==> src/rtl/inst_rom_pack.sv <==
// ---------------------------------------------------------------------------
// inst_rom_pack
//   Loader-side instruction packer. Takes decoded MIPS fields over a
//   valid/ready handshake, packs them into a 32-bit R/I/J word, buffers the
//   words in a small FIFO and writes them to consecutive instruction-memory
//   word addresses through a back-pressured write port.
//
// Ports
//   clk, rst_n             clock (rising edge), asynchronous active-low reset
//   start, finish          open a load session / close it once the FIFO drains
//   fmt_in                 00=R, 01=I, 10=J, 11=illegal (accepted and dropped)
//   opcode_in .. target_in decoded instruction fields
//   in_valid, in_ready     field-set handshake
//   wr_en, wr_addr,
//   wr_data, wr_ready      instruction-memory write port (head of FIFO)
//   count                  words written this session
//   busy                   session active (RUN or DRAIN)
//   full_o                 last memory word written (sticky until start)
//   err_o                  illegal format seen (sticky until start)
// ---------------------------------------------------------------------------
module inst_rom_pack #(
   parameter int ADDR_W     = 6,
   parameter int FIFO_DEPTH = 4,
   parameter int BASE_ADDR  = 0
) (
   input  logic              clk,
   input  logic              rst_n,
   input  logic              start,
   input  logic              finish,
   input  logic [1:0]        fmt_in,
   input  logic [5:0]        opcode_in,
   input  logic [4:0]        r1_in,
   input  logic [4:0]        r2_in,
   input  logic [4:0]        m1_in,
   input  logic [4:0]        shamt_in,
   input  logic [5:0]        funct_in,
   input  logic [15:0]       s_in,
   input  logic [25:0]       target_in,
   input  logic              in_valid,
   output logic              in_ready,
   output logic              wr_en,
   output logic [ADDR_W-1:0] wr_addr,
   output logic [31:0]       wr_data,
   input  logic              wr_ready,
   output logic [ADDR_W:0]   count,
   output logic              busy,
   output logic              full_o,
   output logic              err_o
);

   localparam int PTR_W = $clog2(FIFO_DEPTH);
   localparam int PW    = ADDR_W + 2;
   localparam int CAP_I = (1 << ADDR_W) - BASE_ADDR;
   localparam logic [ADDR_W-1:0] BASE = BASE_ADDR[ADDR_W-1:0];
   localparam logic [ADDR_W-1:0] LAST = '1;
   localparam logic [PTR_W:0]    DEPTH_V = FIFO_DEPTH[PTR_W:0];

   typedef enum logic [1:0] {IDLE, RUN, DRAIN, DONE} state_t;

   state_t state, state_nx;

   logic [31:0]    mem [FIFO_DEPTH];
   logic [PTR_W:0] wptr, rptr, occ;
   logic           fifo_empty, fifo_full, room;
   logic           accept, vld_p0, pop, cap_hit, sess_start;
   logic [31:0]    word_p0;

   // Field packing; unused fields of a format are simply not referenced.
   function automatic logic [31:0] pack_word(
      input logic [1:0]  fmt,
      input logic [5:0]  op,
      input logic [4:0]  rs,
      input logic [4:0]  rt,
      input logic [4:0]  rd,
      input logic [4:0]  sh,
      input logic [5:0]  fn,
      input logic [15:0] imm,
      input logic [25:0] tgt
   );
      logic [31:0] w;
      w = '0;
      case (fmt)
         2'b00:   w = {op, rs, rt, rd, sh, fn};
         2'b01:   w = {op, rs, rt, imm};
         2'b10:   w = {op, tgt};
         default: w = '0;
      endcase
      return w;
   endfunction

   assign occ        = wptr - rptr;
   assign fifo_empty = (occ == '0);
   assign fifo_full  = (occ == DEPTH_V);
   // Words already written plus words in flight must stay below capacity so
   // the pointer never has to wrap.
   assign room       = (PW'(count) + PW'(occ)) < PW'(CAP_I);

   assign busy       = (state == RUN) || (state == DRAIN);
   assign in_ready   = (state == RUN) && !fifo_full && room;
   assign wr_en      = busy && !fifo_empty;
   assign wr_data    = fifo_empty ? '0 : mem[rptr[PTR_W-1:0]];

   assign accept     = in_valid && in_ready;
   assign vld_p0     = accept && (fmt_in != 2'b11);
   assign pop        = wr_en && wr_ready;
   assign cap_hit    = pop && (wr_addr == LAST);
   assign sess_start = start && ((state == IDLE) || (state == DONE));

   assign word_p0 = pack_word(fmt_in, opcode_in, r1_in, r2_in, m1_in,
                              shamt_in, funct_in, s_in, target_in);

   always_comb begin
      state_nx = state;
      case (state)
         IDLE, DONE: if (start) state_nx = RUN;
         RUN: begin
            if (cap_hit)     state_nx = DONE;
            else if (finish) state_nx = DRAIN;
         end
         DRAIN: if (cap_hit || fifo_empty) state_nx = DONE;
         default: state_nx = IDLE;
      endcase
   end

   // ---- stage p0 -> FIFO: packed word registered on accept ----
   always_ff @(posedge clk) begin
      if (vld_p0) mem[wptr[PTR_W-1:0]] <= word_p0;
   end

   // ---- FIFO head -> memory write port ----
   always_ff @(posedge clk or negedge rst_n) begin
      if (!rst_n) begin
         state   <= IDLE;
         wptr    <= '0;
         rptr    <= '0;
         wr_addr <= BASE;
         count   <= '0;
         full_o  <= 1'b0;
         err_o   <= 1'b0;
      end else begin
         state <= state_nx;
         if (sess_start) begin
            wptr    <= '0;
            rptr    <= '0;
            wr_addr <= BASE;
            count   <= '0;
            full_o  <= 1'b0;
            err_o   <= 1'b0;
         end else begin
            if (vld_p0) wptr <= wptr + 1'b1;
            if (pop) begin
               rptr  <= rptr + 1'b1;
               count <= count + 1'b1;
               // Hold the address on the last word instead of wrapping.
               if (wr_addr == LAST) full_o  <= 1'b1;
               else                 wr_addr <= wr_addr + 1'b1;
            end
            if (accept && (fmt_in == 2'b11)) err_o <= 1'b1;
         end
      end
   end

endmodule
==> config.mk <==
export PLATFORM = sky130hd
export DESIGN_NAME = inst_rom_pack
export DESIGN_NICKNAME = d
export VERILOG_FILES = /design/src/rtl/inst_rom_pack.sv
export SDC_FILE = /design/constraint.sdc
export NUM_CORES = 1
export LEC_CHECK = 0
export BUFFER_PORTS_ARGS = -buffer_cell sky130_fd_sc_hd__buf_2
export CAP_MARGIN = 10
export CELL_PAD_IN_SITES_DETAIL_PLACEMENT = 0
export CELL_PAD_IN_SITES_GLOBAL_PLACEMENT = 1
export CORE_MARGIN = 2
export CORE_UTILIZATION = 34
export CTS_CLUSTER_SIZE = 8
export DETAILED_ROUTE_END_ITERATION = 12
export PLACE_DENSITY_LB_ADDON = 0.1
export SLEW_MARGIN = 20
export SYNTH_ARGS = -nofsm -noshare
export SYNTH_HDL_FRONTEND = slang
export SYNTH_SLANG_ARGS = --single-unit
==> constraint.sdc <==
create_clock -name clk -period 5 [get_ports clk]
set_input_delay 0.25 -clock clk [delete_from_list [all_inputs] [get_ports clk]]
set_output_delay 0.25 -clock clk [all_outputs]
set_load 0.05 [all_outputs]
---- Yosys cells after proc, flatten, opt, wreduce, memory -nomap -nowiden ----
Memory sizes are Yosys's and may differ from the RTL's.
Index checks and enable logic that the tools add are counted.
cells by class
  order comparisons ....................... 1
  reduce and logical (&&, ||, !) cells .... 25
  mux-type cells .......................... 23
  equality and inequality tests ........... 13
  $add $sub $neg .......................... 6
operators by type and width
  operator             number
  $pmux 32 s3          1
  $mux 32              1
  $mux 6               3
  $mux 7               2
  $mux 3               4
  $logic_and 1x1->1    9
  $add 7x3->8          1
  $eq 2x2->1 const B   4
  $lt 8x7->1 const B   1
  $mux 2               4
  $reduce_bool 2->1    4
  $add 7x1->7 const B  1
  $mux 1               7
  $add 3x1->3 const B  2
  $add 6x1->6 const B  1
  $eq 6x6->1 const B   1
  $ne 2x2->1 const B   3
  $pmux 2 s3           1
  $eq 2x1->1 const B   2
  $logic_not 2->1      2
  $reduce_and 2->1     2
  $eq 3x3->1 const B   1
  $logic_not 3->1      1
  $logic_or 1x1->1     3
  6 further kinds      7
word-level totals
  bits of input ports ..................... 82
  word-level logic and storage cells ...... 76
  bits in writable memories ............... 128
  bits in registers ....................... 23
  output and inout port bits .............. 50
  memories kept ........................... 1
memory list
  name  depth  bits a word  read ports  clocked after memory_dff  write ports  line  source
  mem   4      32           1           0                         1            62    logic [31:0] mem [FIFO_DEPTH];

---- Longest topological paths before layout ----
Gate-level depths: netlist of run 1.
  word-level depth ........................ 9
  gate-level depth with buffers ........... 11
  depth with buffers taken out ............ 11

---- Least setup slack after synthesis of run 1 ----
OpenSTA, ideal clock, no wires.
  kind .................................... flip-flop to flip-flop
  from .................................... reg rptr[1]
  to ...................................... mem mem[3][0] (enable)
  period minus slack after synthesis ...... 4.307 ns
  path slack .............................. 0.693 ns
  data required time ...................... 4.582 ns
  data arrival time ....................... 3.888 ns
  library setup time ...................... 0.418 ns
  buffers on the path ..................... 2
  cell stages (with the launch flop) ...... 11
  cell sequence ........................... dfrtp_1 > clkbuf_1 > clkbuf_1 > inv_1 > fa_1 > xor3_2 > inv_4 > ha_1 > a21oi_1 > a21oi_1 > nor3_2
on the way
  longest elaborated chain between the ends .. 9
  elaborated cells on any way between the ends .. 11
  classes of those cells .................. 2 x add/sub; 1 x order compare; 1 x eq/ne; 2 x mux; 5 x reduce/logical
ends and longest elaborated chain
  item                                                 line  source
  start, declared                                      63    logic [PTR_W:0] wptr, rptr, occ;
  start signal, assigned                               152   rptr <= rptr + 1'b1;
  $sub 3x3->3 *                                        91    assign occ = wptr - rptr;
  branches (longest 3 deep; another with $add 7x3->8)  --
  $logic_and 1x1->1 *                                  99    assign in_ready = (state == RUN) && !fifo_full && room;
  $logic_and 1x1->1 *                                  103   assign accept = in_valid && in_ready;
  $logic_and 1x1->1 *                                  104   assign vld_p0 = accept && (fmt_in != 2'b11);
  $mux 1 *                                             127   if (vld_p0) mem[wptr[PTR_W-1:0]] <= word_p0;
  $mux 1 (not written as such) *                       127
  end, declared                                        62
Every way passes the cells marked *.

---- Worst setup path in the final report of run 1 ----
  from .................................... reg wptr[0]
  to ...................................... mem mem[2][20] (enable)
on the way
  longest elaborated chain between the ends .. 9
  elaborated cells on any way between the ends .. 11
  classes of those cells .................. 2 x add/sub; 1 x order compare; 1 x eq/ne; 2 x mux; 5 x reduce/logical
ends and longest elaborated chain
  item                                                 line  source
  start, declared                                      63
  start signal, assigned                               150   if (vld_p0) wptr <= wptr + 1'b1;
  branches (longest 9 deep; another with $add 7x3->8)  --
Several ways; the timed one is not identified.

==> impl_metrics.py, run 1 <==
metrics = {
    "route": {
        "drtPass1Iterations": 4,
        "drt_wl_total_mm": 15.5,
        "vias": 4149,
        "postRouteAntennaNets": 0,
        "highest_layer": "met4",
        "wl_met2_mm": 7.29,
        "drt-met1-wl_mm": 7.14,
        "drc_errors": 0,
        "via_per_inst": 4.81,
        "routed-wl-met3_um": 843,
        "drt-initial-drc-count": 190,
        "wl_per_cell_um": 17.9,
    },
    "global_routing": {
        "antenna_found_initial": 0,
        "grt_pass1_vias": 4425,
        "grt_overflow": 0,
        "grt_pass1_wl_mm": 24.6,
        "grt_usage": 0.153,
        "grt_max_degree": 36,
    },
    "logic_synthesis": {
        "yosysSeqAreaShare": 0.650,
        "ys_warn_count": 0,
        "synth-edff-count": 128,
        "syn_inst": 449,
        "synthesis.area_mm2": 0.00680,
        "ys_types": 42,
        "syn-num-nets": 544,
        "ys_ff_latch": 151,
        "synth_async_sr_flop_share": 0.152,
        "syn_avg_cell_area_um2": 15.2,
        "ys.flop_type": "edfxtp_1",
    },
    "clocking": {
        "numCtsBuffers": 17,
        "clk_latency_ns": 0.41,
        "clockRootBuffer": "clkbuf_16",
        "clkSlewWorstSetupHoldPaths_ns": 0.06,
        "postCtsSetupBuffers": 0,
        "clockBufferDepth": 2,
        "cts_tree": "yes",
        "ctsResizeCount": 0,
        "clock-sinks": 151,
        "cts_max_level": 4,
    },
    "critical_path": {
        "critPathRequiredTime_ns": 5.04,
        "cp_max_fo": 32,
        "setup.worst_path.end_class": "flop",
        "crit_type": "flop to flop",
        "critPathSlowestCell": "and2_2",
        "max_stage_delay_ns": 0.81,
        "crit_path_start_kind": "flop",
        "path_cells": "inv_1 > ha_1 > inv_1 > fa_1 > xor3_2 > inv_4 > ha_1 > a21oi_1 > a21oi_1 > nor2_1 > and2_2",
        "arrival_ns": 3.91,
    },
    "die": {
        "die_h_um": 145,
        "ios": 132,
        "core_mm2": 0.0195,
        "fp-row-count": 51,
        "die-area_mm2": 0.0212,
        "die_w_um": 145,
        "start_util": 0.348,
    },
    "placed_design": {
        "placed_cell_area_mm2": 0.00777,
        "io_buffers": 131,
        "gp_congestion": 0.744,
        "post-dp-hpwl_mm": 10.1,
        "pre_cts_ws_ns": 1.09,
    },
    "sta": {
        "period_share": 0.774,
        "final-setup-viol-count": 0,
        "timing.final.crit_period_ns": 3.87,
        "grt_setup_unrepaired": "no",
        "finClkSkew_ns": 0.00506,
        "finalMaxSlewViolations": 0,
        "hold_violations": 0,
        "tightest_slew_ns": 0.927,
        "fin_tns_setup_ns": 0,
        "holdWs_ns": 0.128,
        "setup_ws_ns": 1.13,
        "fmax_ghz": 0.258,
        "maxSlewHeadroom": 0.382,
    },
    "layout": {
        "layout-drive-gt1-share": 0.349,
        "area.growth.synth_to_final_pct": 22.4,
        "nets": 681,
        "design_area_mm2": 0.00833,
        "antenna-diode-count": 0,
    },
    "outcome": {
        "status": "complete, no violations",
    },
    "power_and_ir_drop": {
        "p_total_uw": 5160,
        "p_per_area_mw_per_mm2": 619,
        "p_leak_uw": 0.00323,
        "vdd_ir_drop_max_v": 0.000264,
    },
    "worst_hold_path": {
        "worstHoldPathType": "input port to flop",
    },
    "flow_run": {
        "cap_violations": 0,
    },
}
## cells by family after synthesis
group           Yosys count  share of synthesized area
xor+xnor                  6                     0.0101
simple gates            123                     0.0940
fa+ha+maj                13                     0.0250
mux                      54                      0.138
flops                   151                      0.650
buf+inv                  44                     0.0256
compound gates           58                     0.0574
## cell usage after synthesis, types with 2 or more instances
cell,n,area share
mux4_2,32,0.11
a21oi_1,8,0.0059
and3_1,5,0.0046
o21ai_0,31,0.023
clkbuf_1,14,0.0077
ha_1,12,0.022
o2111ai_1,3,0.0039
nor3_2,2,0.0029
nand3_1,8,0.0059
and2_1,41,0.038
nand2_1,44,0.024
buf_2,5,0.0037
inv_1,23,0.013
edfxtp_1,128,0.57
mux2i_1,22,0.032
xnor2_1,5,0.0064
nand2b_1,3,0.0028
dfrtp_1,23,0.085
nor2_1,11,0.0061
o31ai_1,2,0.0022
a211oi_1,2,0.0022
nor2b_1,4,0.0037
a2111oi_2,2,0.0044
## cell usage in the layout (no fill, tap or decap), types with 2 or more instances in the layout
master,netlist,layout
buf_2,5,131
edfxtp_1,128,128
nand2_1,44,44
and2_1,41,38
mux4_2,32,32
o21ai_0,31,31
inv_1,23,23
mux2i_1,22,22
dfrtp_1,23,21
clkbuf_16,0,17
ha_1,12,12
nor2_1,11,11
a21oi_1,8,8
nand3_1,8,8
buf_4,0,6
and3_1,5,5
xnor2_1,5,5
clkbuf_1,14,5
nor2b_1,4,3
nand2b_1,3,3
o2111ai_1,3,3
and2_2,0,3
clkinv_2,0,3
o31ai_1,2,2
a211oi_1,2,2
a2111oi_2,2,2
clkinv_4,0,2
bufinv_16,0,2
dfrtp_2,0,2
## state kept, by name (all words and copies together) (netlist names)
register and flops:
full_o 1, count 7, state 2, rptr 3
err_o 1, wptr 3, mem 128, wr_addr 6
## metrics by stage
stage                     instances   util
after global placement          831  0.398
after global routing            863  0.426
after detailed placement        831  0.398
after CTS                       863  0.426
final                           863  0.426
after floorplan                 449      -
## worst max-delay path: cells and delay by family (launching register included)
family,cells,cell delay [ns]
simple gates,2,1.07
fa+ha+maj,3,0.81
xor+xnor,1,0.60
flops,1,0.42
compound gates,2,0.29
buf+inv,3,0.27
## final timing paths
| path | from | to | slack, ns | depth (start not counted) |
|---|---|---|---|---|
| min | in_valid | err_o$_DFFE_PN0P_ | 0.13 | 2 |
| min in group asynchronous | rst_n | count[6]$_DFFE_PN0P_ | 0.36 | 2 |
| min reg2reg | err_o$_DFFE_PN0P_ | err_o$_DFFE_PN0P_ | 0.49 | 1 |
| max | wptr[0]$_DFFE_PN0P_ | mem[2][20]$_DFFE_PP_ | 1.13 | 11 |
| max reg2reg | wptr[0]$_DFFE_PN0P_ | mem[2][20]$_DFFE_PP_ | 1.13 | 11 |
| max in group asynchronous | rst_n | rptr[0]$_DFFE_PN0P_ | 4.24 | 2 |
## layer usage
metal,track usage,vias to the layer above
li1,-,1961
met1,0.204,2062
met2,0.242,109
met3,0.0429,17
met4,0.0500,0
met5,0,-
## cell type report
class,instances,area [µm²]
clock buffers,22,444
clock inverters,9,104
fillers,1838,11200
inverters,24,92.6
multi-input cells,254,2220
flip-flops and latches,151,4420
well taps,265,332
repair buffers,138,711
## timing repair
item / 4_1_cts / 5_1_grt
hold endpoints to repair: 23 / 0
setup endpoints to repair: 0 / 0
hold buffers: 1 / 0
## power breakdown
group          switching [µW]  leakage, µW  total [µW]  internal [µW]
registers                52.2      0.00147        1530           1480
clock network             467     0.000265        1200            728
logic                    1760      0.00149        2430            674
total                    2280      0.00323        5160           2880
No activity file was read; power rests on OpenSTA's default activity.
==> run 2: changes to the inputs <==
==> constraint.sdc (replaced) <==
create_clock -name clk -period 3.3 [get_ports clk]
set_input_delay 0.165 -clock clk [delete_from_list [all_inputs] [get_ports clk]]
set_output_delay 0.165 -clock clk [all_outputs]
set_load 0.05 [all_outputs]
==> impl_metrics.py, run 2 (synthesis gave the netlist of run 1 again) <==
metrics = {
    "clocking": {
        "clock-sinks": 151,
        "clockRootBuffer": "clkbuf_16",
        "clk_latency_ns": 0.42,
        "postCtsSetupBuffers": 0,
        "numCtsBuffers": 17,
        "cts_tree": "yes",
        "ctsResizeCount": 0,
        "clockBufferDepth": 2,
        "cts_max_level": 4,
        "clkSlewWorstSetupHoldPaths_ns": 0.06,
    },
    "global_routing": {
        "grt_pass1_wl_mm": 24.7,
        "antenna_found_initial": 0,
        "grt_max_degree": 36,
        "grt_pass1_vias": 4451,
        "grt_overflow": 0,
        "grt_usage": 0.154,
    },
    "layout": {
        "layout-drive-gt1-share": 0.376,
        "fin_util": 0.435,
        "nets": 694,
        "antenna-diode-count": 0,
        "area.growth.synth_to_final_pct": 25.0,
        "final_cell_mix": "131 x buf_2, 128 x edfxtp_1, 44 x nand2_1",
        "final_common_cell": "buf_2",
        "seq_area_mm2": 0.00442,
        "fillCellCount": 1842,
        "multiInputGateArea_mm2": 0.00223,
        "largest_register_ffs": 128,
    },
    "sta": {
        "final-setup-viol-count": 0,
        "grt_setup_unrepaired": "yes",
        "fmax_ghz": 0.320,
        "finClkSkew_ns": 0.00706,
        "maxSlewHeadroom": 0.528,
        "holdWs_ns": 0.0624,
        "hold_violations": 0,
        "period_share": 0.947,
        "timing.final.crit_period_ns": 3.13,
        "finalMaxSlewViolations": 0,
        "tightest_slew_ns": 0.709,
        "fin_tns_setup_ns": 0,
    },
    "power_and_ir_drop": {
        "p_clk_frac": 0.239,
        "seq_power_share": 0.292,
        "pwr-share-comb": 0.469,
        "switching_share": 0.440,
        "vdd_ir_drop_max_v": 0.000398,
        "power.switching_uw": 3480,
        "p_per_area_mw_per_mm2": 931,
        "p_total_uw": 7920,
        "intPower_uw": 4440,
        "p_leak_uw": 0.00333,
    },
    "critical_path": {
        "crit_type": "flop to flop",
        "r2r_end": "mem[0][20]$_DFFE_PP_",
        "setup.worst_path.end_class": "flop",
        "r2r-start": "wptr[0]$_DFFE_PN0P_",
        "arrival_ns": 3.25,
        "cp_max_fo": 8,
        "crit_path_start_kind": "flop",
        "reg2reg_setup_slack_ns": 0.17,
        "reg2reg_depth": 12,
        "critPathRequiredTime_ns": 3.43,
    },
    "outcome": {
        "status": "complete, no violations",
    },
    "die": {
        "core_mm2": 0.0195,
        "fp-row-count": 51,
        "start_util": 0.348,
        "ios": 132,
        "die_h_um": 145,
        "die_w_um": 145,
        "die-area_mm2": 0.0212,
    },
    "worst_hold_path": {
        "hold_path_end": "err_o$_DFFE_PN0P_",
        "worstHoldPathCells": 2,
        "worstHoldPathType": "input port to flop",
        "hp-start": "in_valid",
    },
    "flow_run": {
        "cap_violations": 0,
    },
    "placed_design": {
        "io_buffers": 131,
        "post-dp-hpwl_mm": 10.9,
        "gp_congestion": 0.726,
    },
    "route": {
        "wl_per_cell_um": 18.0,
        "drc_errors": 0,
        "postRouteAntennaNets": 0,
        "drt_wl_total_mm": 15.8,
        "via_per_inst": 4.74,
        "drtPass1Iterations": 4,
        "drt-initial-drc-count": 276,
        "vias": 4153,
    },
}
run 2: changes by cell type in the layout (fill, tap and decap cells not counted), sizes merged:
cell    before  now
clkinv       6    8
clkbuf      22   18
inv         24   27
buf        137  150
run 2: cell type report:
cell class	count	area share
timing repair buffer	151	0.0995
tap	265	0.0390
sequential	151	0.520
inverter	24	0.0109
clock inverter	14	0.0178
clock buffer	18	0.0505
multi-input combinational	254	0.262
run 2: worst max path at each step:
stage	slack (ns)	depth (start not counted)	startpoint	endpoint
6_report	0.17	12	wptr[0]$_DFFE_PN0P_	mem[0][20]$_DFFE_PP_
3_5_place_dp	0.14	12	wptr[0]$_DFFE_PN0P_	mem[1][19]$_DFFE_PP_
5_1_grt	-0.05	12	wptr[0]$_DFFE_PN0P_	mem[0][15]$_DFFE_PP_
4_1_cts	0.14	12	wptr[0]$_DFFE_PN0P_	mem[0][20]$_DFFE_PP_
2_1_floorplan	0.02	10	rptr[1]$_DFFE_PN0P_	mem[3][0]$_DFFE_PP_
3_3_place_gp	0.21	12	wptr[0]$_DFFE_PN0P_	mem[1][19]$_DFFE_PP_
run 2: critical path: stages, from the launching register on:
cell	delay, ns
dfrtp_1	0.42
inv_1	0.13
ha_1	0.15
inv_1	0.05
fa_1	0.37
xor3_2	0.28
inv_4	0.11
ha_1	0.25
a21oi_2	0.14
a21oi_2	0.11
nor2_1	0.26
and2_2	0.37
buf_4	0.21
run 2: what timing repair did:
action / CTS / global route
setup endpoints to repair: 0 / 54
endpoints found under the hold margin: 23 / 0
hold buffers: 1 / 0
run 2: through the flow:
stage                     std cells  area (µm²)  setup WS (ns)
after floorplan                 449        6830         0.0195
after global placement          844        7910          0.207
after detailed placement        844        7910          0.138
after CTS                       877        8500          0.140
after global routing            877        8500        -0.0466
final                           877        8500          0.175
run 2: power groups by stage:
stage | Clock (µW) | Sequential [µW] | Combinational [µW]
finish | 1890 | 2320 | 3710
CTS | 1940 | 2320 | 3800
detailed placement | 0 | 2350 | 3790
global placement | 0 | 2350 | 3750
global route | 2020 | 2330 | 3980
floorplan | 0 | 2430 | 2730
run 2: metal layers:
metal / GRT usage / vias to the layer above / wire length (µm)
met2: 0.247 / 111 / 7710
met4: 0.0426 / 0 / 71
met1: 0.209 / 2042 / 7260
met5: 0 / - / 0
li1: - / 1994 / -
met3: 0.0389 / 6 / 705
